--- config.mk ---
export PLATFORM = sky130hd
export DESIGN_NAME = uart_tx_arbiter
export DESIGN_NICKNAME = d
export VERILOG_FILES = /design/src/rtl/uart_arb_pkg.sv /design/src/rtl/uart_tx_arbiter_rr_pick.sv /design/src/rtl/uart_tx_arbiter.sv
export SDC_FILE = /design/constraint.sdc
export NUM_CORES = 1
export LEC_CHECK = 0
export CORE_ASPECT_RATIO = 1.75
export CORE_MARGIN = 2
export CORE_UTILIZATION = 44
export CTS_CLUSTER_DIAMETER = 100
export DETAILED_ROUTE_END_ITERATION = 7
export PLACE_DENSITY = 0.88
export SKIP_LAST_GASP = 1
export SYNTH_ARGS = -nofsm -noshare
export SYNTH_HDL_FRONTEND = slang
export SYNTH_SLANG_ARGS = --single-unit
--- constraint.sdc ---
create_clock -name clk -period 2.15 [get_ports clk]
set_input_delay 0.3225 -clock clk [delete_from_list [all_inputs] [get_ports clk]]
set_output_delay 0.3225 -clock clk [all_outputs]
set_load 0.01 [all_outputs]
--- src/rtl/uart_arb_pkg.sv ---
// Shared types and helpers for the UART transmit arbiter.
package uart_arb_pkg;

  // Arbiter FSM states.
  typedef enum logic [1:0] {
    IDLE    = 2'd0,
    HEADER  = 2'd1,
    PAYLOAD = 2'd2
  } arb_state_t;

  // Source-ID header: tag in the upper 5 bits, requester index below.
  function automatic logic [7:0] hdr_byte(input logic [4:0] tag,
                                          input logic [2:0] id);
    return {tag, id};
  endfunction

endpackage

--- src/rtl/uart_tx_arbiter_rr_pick.sv ---
// Combinational round-robin priority encoder: returns the first valid index
// after last_id_i, wrapping modulo N. The last owner has the lowest priority.
module rr_pick
  import uart_arb_pkg::*;
#(
  parameter int N  = 4,
  parameter int IW = (N > 1) ? $clog2(N) : 1
) (
  input  logic [N-1:0]  valid_i,
  input  logic [IW-1:0] last_id_i,
  output logic [IW-1:0] winner_o,
  output logic          any_valid_o
);

  logic [IW-1:0] cand;

  assign any_valid_o = |valid_i;

  // Walk from the farthest candidate back to the nearest so the nearest
  // valid index after last_id_i is the one left in winner_o.
  always_comb begin
    winner_o = '0;
    cand     = '0;
    for (int k = N; k >= 1; k--) begin
      cand = IW'((int'(last_id_i) + k) % N);
      if (valid_i[cand]) winner_o = cand;
    end
  end

endmodule

--- src/rtl/uart_tx_arbiter.sv ---
// Packet-level round-robin arbiter sharing one transmit-only UART between
// N_REQ byte-stream requesters. Optionally prefixes each packet with a
// source-ID header and aborts a packet whose owner stalls too long.
module uart_tx_arbiter
  import uart_arb_pkg::*;
#(
  parameter int         N_REQ          = 4,
  parameter bit         HEADER_EN      = 1'b1,
  parameter logic [4:0] HEADER_TAG     = 5'b10100,
  parameter int         TIMEOUT_CYCLES = 1024
) (
  input  logic               clk,
  input  logic               rst,
  input  logic [8*N_REQ-1:0] req_data_i,
  input  logic [N_REQ-1:0]   req_valid_i,
  input  logic [N_REQ-1:0]   req_last_i,
  output logic [N_REQ-1:0]   req_ready_o,
  output logic [7:0]         tx_data_o,
  output logic               tx_wr_en_o,
  input  logic               tx_fifo_full_i,
  output logic [N_REQ-1:0]   grant_o,
  output logic               busy_o,
  output logic               timeout_o
);

  localparam int IW  = (N_REQ > 1) ? $clog2(N_REQ) : 1;
  localparam int CLG = $clog2(TIMEOUT_CYCLES + 1);
  localparam int CW  = (CLG > 1) ? CLG : 1;
  localparam logic [CW-1:0] STALL_MAX =
    (TIMEOUT_CYCLES > 0) ? CW'(TIMEOUT_CYCLES - 1) : '0;

  arb_state_t       state_q, state_d;
  logic [IW-1:0]    last_id_q, last_id_d;   // also the current owner while busy
  logic [N_REQ-1:0] grant_q, grant_d;
  logic [CW-1:0]    stall_q, stall_d;

  logic [IW-1:0]    winner;
  logic             any_valid;
  logic             xfer;
  logic             stall_hit;

  rr_pick #(
    .N  (N_REQ),
    .IW (IW)
  ) u_rr_pick (
    .valid_i     (req_valid_i),
    .last_id_i   (last_id_q),
    .winner_o    (winner),
    .any_valid_o (any_valid)
  );

  // A payload byte moves only when the owner offers one and the FIFO has room.
  assign xfer = (state_q == PAYLOAD) && req_valid_i[last_id_q] && !tx_fifo_full_i;

  // Stall limit reached; a zero timeout disables the abort entirely.
  assign stall_hit = (TIMEOUT_CYCLES != 0) && (stall_q == STALL_MAX);

  // State register.
  always_ff @(posedge clk) begin
    if (rst) state_q <= IDLE;
    else     state_q <= state_d;
  end

  // Next-state logic.
  always_comb begin
    state_d = state_q;
    case (state_q)
      IDLE: begin
        if (any_valid) state_d = HEADER_EN ? HEADER : PAYLOAD;
      end
      HEADER: begin
        if (!tx_fifo_full_i) state_d = PAYLOAD;
      end
      PAYLOAD: begin
        if (xfer) begin
          if (req_last_i[last_id_q]) state_d = IDLE;
        end else if (stall_hit) begin
          state_d = IDLE;
        end
      end
      default: state_d = IDLE;
    endcase
  end

  // Outputs: header byte in HEADER, pass-through of the owner's byte in PAYLOAD.
  always_comb begin
    req_ready_o = '0;
    tx_data_o   = '0;
    tx_wr_en_o  = 1'b0;
    timeout_o   = 1'b0;
    case (state_q)
      HEADER: begin
        tx_data_o  = hdr_byte(HEADER_TAG, 3'(last_id_q));
        tx_wr_en_o = !tx_fifo_full_i;
      end
      PAYLOAD: begin
        req_ready_o[last_id_q] = !tx_fifo_full_i;
        tx_data_o              = req_data_i[8*last_id_q +: 8];
        tx_wr_en_o             = xfer;
        timeout_o              = !xfer && stall_hit;
      end
      default: ;
    endcase
  end

  assign busy_o  = (state_q != IDLE);
  assign grant_o = grant_q;

  // Owner/grant capture at arbitration and the payload stall counter.
  always_comb begin
    last_id_d = last_id_q;
    grant_d   = grant_q;
    stall_d   = stall_q;
    case (state_q)
      IDLE: begin
        if (any_valid) begin
          last_id_d       = winner;
          grant_d         = '0;
          grant_d[winner] = 1'b1;
        end
      end
      PAYLOAD: begin
        if (xfer || stall_hit) stall_d = '0;
        else                   stall_d = stall_q + 1'b1;
      end
      default: ;
    endcase
    // Grant is released together with the return to IDLE.
    if (state_d == IDLE) grant_d = '0;
  end

  // Datapath registers; last_id resets so requester 0 wins first.
  always_ff @(posedge clk) begin
    if (rst) begin
      last_id_q <= IW'(N_REQ - 1);
      grant_q   <= '0;
      stall_q   <= '0;
    end else begin
      last_id_q <= last_id_d;
      grant_q   <= grant_d;
      stall_q   <= stall_d;
    end
  end

endmodule
==> results of run 1 <==
[logic make-up (layout without fill, tap and decap cells)]
kind of cell	count (synthesis)	in the layout	synth area share
AO/OA/AOI/OAI	35	35	0.165
adder cells (fa/ha/maj)	9	9	0.0698
buffers and inverters	18	105	0.0582
XOR/XNOR	9	9	0.0489
AND/OR/NAND/NOR	74	74	0.252
flip-flops	19	19	0.236
multiplexers	15	15	0.170
[placed cells by master, fill, tap and decap left out, types with 4 or more instances in the layout]
| master | n |
|---|---|
| and2_1 | 6 |
| clkdlybuf4s50_1 | 47 |
| nor2_2 | 8 |
| inv_1 | 7 |
| dfxtp_1 | 16 |
| nand2_1 | 9 |
| and3_1 | 5 |
| mux4_2 | 8 |
| a21oi_1 | 10 |
| a211o_1 | 4 |
| nand2b_1 | 5 |
| ha_1 | 6 |
| xor2_1 | 6 |
| buf_4 | 31 |
| nor2b_1 | 4 |
| nor2_1 | 14 |
| dlygate4sd2_1 | 9 |
| nand4_1 | 5 |
[worst paths after layout]
check,end,start,depth (start not counted)
worst max-delay path,tx_data_o[4],last_id_q[0],5
worst min-delay path,grant_o[0],grant_o[0],2
worst max register to register,grant_o[1],last_id_q[0],9
worst min register to register,grant_o[0],grant_o[0],2
[metrics by stage]
stage          setup TNS (ns)  instance area [µm²]  utilization  total power [µW]
4_1_cts                -0.428                 2480        0.697              1480
6_report              -0.0220                 2560        0.721              1580
2_1_floorplan               0                 1610            -               886
3_5_place_dp           -0.725                 2400        0.675              1210
3_3_place_gp           -0.409                 2400        0.675              1180
5_1_grt                -0.165                 2560        0.721              1670
[power by group through the flow]
stage	Clock [µW]	Sequential (µW)	Combinational, µW
3_5_place_dp	0	414	793
3_3_place_gp	0	412	772
2_1_floorplan	0	418	468
5_1_grt	272	414	980
4_1_cts	250	408	824
6_report	246	412	917
[registers in the layout, indices dropped and copies added (netlist names)]
name and cells:
grant_o 4, state_q 2, stall_q 11, last_id_q 2
[metal layers]
layer  global-route usage  routed length (µm)
met5                    0                   0
met4               0.0631                 183
met3               0.0323                 192
met2                0.470                3090
met1                0.251                1850
[repair_timing]
action                                  CTS  global route
buffers inserted                          4             5
pin swaps                                 1             3
gates cloned                              0             1
gates resized for setup                  18            13
endpoints found under the setup margin   14            11
[cell type report]
cell class / instances / area share
Tap cell: 46 / 0.0225
Clock inverter: 1 / 0.00195
Clock buffer: 3 / 0.0161
Multi-Input combinational cell: 142 / 0.457
Sequential cell: 19 / 0.151
Timing Repair Buffer: 94 / 0.341
Inverter: 7 / 0.0103
[critical path, cell delays in order, from the launching register on]
cell,delay (ns)
dfxtp_4,0.38
buf_12,0.12
buf_4,0.12
mux4_2,0.50
and3_1,0.20
dlygate4sd2_1,0.28
[synthesized netlist by cell type (2+ instances only)]
cell type   n  area share
dfxtp_1    19        0.24
nor2_1     14       0.033
a21oi_1    10       0.031
ha_1        9       0.070
nand2_1     9       0.021
mux4_2      8        0.11
nor2_2      8       0.031
inv_1       7       0.016
and2_1      6       0.023
xor2_1      6       0.033
and3_1      5       0.019
clkbuf_1    5       0.012
nand2b_1    5       0.019
nand4_1     5       0.019
nor2b_1     5       0.019
a211o_1     4       0.022
a32oi_1     3       0.016
buf_2       3      0.0093
buf_6       3       0.021
mux2i_1     3       0.019
nor3_1      3      0.0093
o21ai_0     3      0.0093
or2_2       3       0.012
xnor2_1     3       0.016
a22oi_1     2      0.0093
mux2_2      2       0.014
nand3_1     2      0.0062
nor4_1      2      0.0078
o211a_1     2       0.012
o211ai_1    2      0.0093
or3_1       2      0.0078
==> flow_metrics.env, run 1 <==
export IMPL_status="finished, violations left"
export IMPL_violations="negative setup slack"
export IMPL_start_util=0.454
export IMPL_gp_congestion=0.850
export IMPL_net_switching_power_uw=547
export IMPL_ios=62
export IMPL_cp_required_ns=1.83
export IMPL_fmax_mhz=460
export IMPL_pwr_share_clk=0.156
export IMPL_vias_per_cell=5.73
export IMPL_clkSinkCount=19
export IMPL_grt_pass1_vias=1681
export IMPL_dp_cells=298
export IMPL_dieArea_um2=4180
export IMPL_dpl_hpwl_um=3780
export IMPL_stdcell_count=312
export IMPL_drc=0
export IMPL_area_growth_pct=58.9
export IMPL_p_int_uw=1030
export IMPL_slew_headroom=0.721
export IMPL_p_seq_frac=0.262
export IMPL_fin_crit_sh=1.01
export IMPL_regArea_um2=387
export IMPL_netlist_area_um2=1610
export IMPL_place_ws_ns=-0.184
export IMPL_numCtsBuffers=3
export IMPL_finalSetupViolCount=1
export IMPL_antenna_found_initial=0
export IMPL_grt_util_all_layers=0.239
export IMPL_drv_cap=0
export IMPL_cts_root_buf="clkbuf_8"
export IMPL_holdWs_ns=0.459
export IMPL_htreeDepth=1
export IMPL_synth_main_ff_cell="dfxtp_1"
export IMPL_routed_wirelength_um=5320
export IMPL_num_fill_cells=307
export IMPL_maxSlewViolCount=0
export IMPL_num_vias=1789
export IMPL_drtIter0Drc=19
export IMPL_synth_seq_cells=19
export IMPL_p_comb_frac=0.582
export IMPL_critical_path_max_fanout=6
export IMPL_first_pass_iters=4
export IMPL_layout_drive_gt1_share=0.274
export IMPL_reg2reg_slack_ns=0.08
export IMPL_fp_dieW_um=49.8
export IMPL_leakagePower_uw=0.00112
export IMPL_critPathLaunchType="register"
export IMPL_peakVddDrop_mv=0.515
export IMPL_grt_max_degree=14
export IMPL_ys_seq_area_frac=0.236
export IMPL_synth_distinct_cells=47
export IMPL_grt_pass1_wl_um=7890
export IMPL_hold_class="register to register"
export IMPL_skew_ns=0.00604
export IMPL_clockBufferDepth=2
export IMPL_end_kind="primary output"
export IMPL_multiInputGateArea_um2=1170
export IMPL_clock_latency_ns=0.25
export IMPL_synth_edf_count=0
export IMPL_synthCells=179
export IMPL_rows=29
export IMPL_cts_tree="yes"
export IMPL_antenna_left=0
export IMPL_async_flop_share=0
export IMPL_die_h_um=84.1
export IMPL_critPathKind="register to primary output"
export IMPL_power_density_nw_per_um2=615
export IMPL_tightest_slew_ns=0.415
export IMPL_core_area_um2=3560
export IMPL_synth_avg_cell_area_um2=9.01
export IMPL_fin_ws_ns=-0.0220
export IMPL_holdBufCountCts=0
export IMPL_hold_viol_final=0
export IMPL_portBuffers=61
export IMPL_finalNetCount=319
export IMPL_insertedDiodeCount=0
export IMPL_wire_per_inst_um=17.0
export IMPL_arrival_ns=1.85
export IMPL_ys_warn_count=0
export IMPL_synth_nets=231
export IMPL_path_clk_slew_ns=0.07
export IMPL_swShare=0.347
export IMPL_overflow=0
export IMPL_rsz0062_at_grt="true"
export IMPL_period_minus_slack_ns=2.17
No activity file was read; power rests on OpenSTA's default activity.
==> run 2: changes to the inputs <==
CORE_MARGIN = 4   (was 2)
==> flow_metrics.env, run 2 (synthesized netlist as in run 1, its figures left out) <==
export IMPL_gp_congestion=0.859
export IMPL_cp_required_ns=1.83
export IMPL_skew_ns=0.00192
export IMPL_cts_root_buf="clkbuf_8"
export IMPL_path_cells="buf_12 -> mux4_2 -> a21oi_2 -> nor2b_1 -> dlygate4sd2_1"
export IMPL_antenna_found_initial=0
export IMPL_startpoint="last_id_q[0]"
export IMPL_slew_headroom=0.664
export IMPL_dpl_hpwl_um=4120
export IMPL_largest_reg_flops=11
export IMPL_critPathKind="register to primary output"
export IMPL_critPathBufInv=2
export IMPL_start_util=0.465
export IMPL_critical_path_max_fanout=7
export IMPL_critPathLaunchType="register"
export IMPL_grt_pass1_vias=1779
export IMPL_p_comb_frac=0.585
export IMPL_holdCritStartpoint="grant_o[0]"
export IMPL_p_seq_frac=0.257
export IMPL_status="finished clean"
export IMPL_place_ws_ns=-0.177
export IMPL_net_switching_power_uw=557
export IMPL_end_kind="primary output"
export IMPL_dp_cells=302
export IMPL_mostFrequentLayoutCells="clkdlybuf4s50_1, buf_4, dfxtp_1"
export IMPL_num_fill_cells=218
export IMPL_clockBufferDepth=2
export IMPL_finalSetupViolCount=0
export IMPL_mostFrequentLayoutCell="clkdlybuf4s50_1"
export IMPL_vias_per_cell=5.61
export IMPL_num_vias=1739
export IMPL_critPathSlowestCell="mux4_2"
export IMPL_portBuffers=61
export IMPL_dieArea_um2=4740
export IMPL_cts_tree="yes"
export IMPL_die_h_um=88.1
export IMPL_routed_wirelength_um=5110
export IMPL_fp_dieW_um=53.8
export IMPL_critPathTopFamily="multiplexers"
export IMPL_finalNetCount=318
export IMPL_first_pass_iters=4
export IMPL_multiInputGateArea_um2=1200
export IMPL_stdcell_count=310
export IMPL_tightest_slew_ns=0.499
export IMPL_peakVddDrop_mv=0.468
export IMPL_htreeDepth=1
export IMPL_grt_util_all_layers=0.232
export IMPL_clock_latency_ns=0.26
export IMPL_clkSinkCount=19
export IMPL_hold_class="register to register"
export IMPL_numCtsBuffers=3
export IMPL_fin_ws_ns=0.0580
export IMPL_insertedDiodeCount=0
export IMPL_antenna_left=0
export IMPL_pwr_share_clk=0.159
export IMPL_path_clk_slew_ns=0.07
export IMPL_grt_max_degree=15
export IMPL_overflow=0
export IMPL_p_int_uw=1050
export IMPL_grt_pass1_wl_um=8120
export IMPL_fin_crit_sh=0.973
export IMPL_holdBufCountCts=0
export IMPL_rows=28
export IMPL_core_area_um2=3470
export IMPL_drc=0
export IMPL_power_density_nw_per_um2=619
export IMPL_final_util=0.750
export IMPL_arrival_ns=1.77
export IMPL_layout_drive_gt1_share=0.272
export IMPL_regMostFlops="stall_q"
export IMPL_setup_tns_ns=0
export IMPL_cpPeakStageDelay_ns=0.51
export IMPL_period_minus_slack_ns=2.09
export IMPL_fmax_mhz=478
export IMPL_ios=62
export IMPL_regArea_um2=387
export IMPL_leakagePower_uw=0.00114
export IMPL_r2r_start="last_id_q[0]"
export IMPL_drv_cap=0
export IMPL_wire_per_inst_um=16.5
export IMPL_hold_viol_final=0
export IMPL_drtIter0Drc=38
export IMPL_maxSlewViolCount=0
export IMPL_area_growth_pct=61.4
export IMPL_swShare=0.346
run 2: cell types whose count changed in the layout (fill, tap and decap cells not counted), moves of 2 or more:
cell / delta
clkbuf_2: -2
buf_4: -2
ha_2: -3
ha_4: +2
run 2: path summary, 6_finish.rpt:
kind	end	slack, ns	cells past startpoint
min reg2reg	grant_o[0]	0.46	2
max	tx_data_o[5]	0.06	5
min	grant_o[0]	0.46	2
max reg2reg	state_q[0]	0.07	7
run 2: cell type report:
type	instances	area share
multi-input cells	142	0.460
repair buffers	93	0.342
flip-flops and latches	19	0.149
well taps	45	0.0216
clock buffers	3	0.0159
inverters	7	0.0101
clock inverters	1	0.00192
run 2: repair_timing:
action | in CTS | in global routing
endpoints found under the setup margin | 14 | 10
resized for setup | 16 | 12
pin swaps | 1 | 2
cloned | 0 | 1
buffers inserted | 0 | 3
run 2: power groups by stage:
stage | clock network (µW) | registers [µW] | logic [µW]
after global placement | 0 | 412 | 834
after floorplan | 0 | 418 | 468
after CTS | 259 | 407 | 855
after detailed placement | 0 | 413 | 856
after global routing | 268 | 417 | 1020
final | 256 | 413 | 941
run 2: layer usage:
| metal | GRT usage | up-vias | routed length [µm] |
|---|---|---|---|
| met5 | 0 | - | 0 |
| met4 | 0.123 | 0 | 235 |
| met3 | 0.0256 | 23 | 149 |
| met2 | 0.443 | 47 | 2970 |
| met1 | 0.229 | 842 | 1760 |
| li1 | - | 827 | - |
run 2: worst min-delay path, delay by kind of cell, from the launching register on:
kind | cells | cell delay (ns)
flops | 1 | 0.31
compound gates | 1 | 0.06
simple gates | 1 | 0.05
run 2: metrics by stage:
stage               total power, µW  hold WS, ns  cell area, µm²
floorplan                       886        0.392            1610
global placement               1250        0.446            2450
detailed placement             1270        0.450            2450
CTS                            1520        0.461            2500
global route                   1700        0.499            2600
finish                         1610        0.459            2600
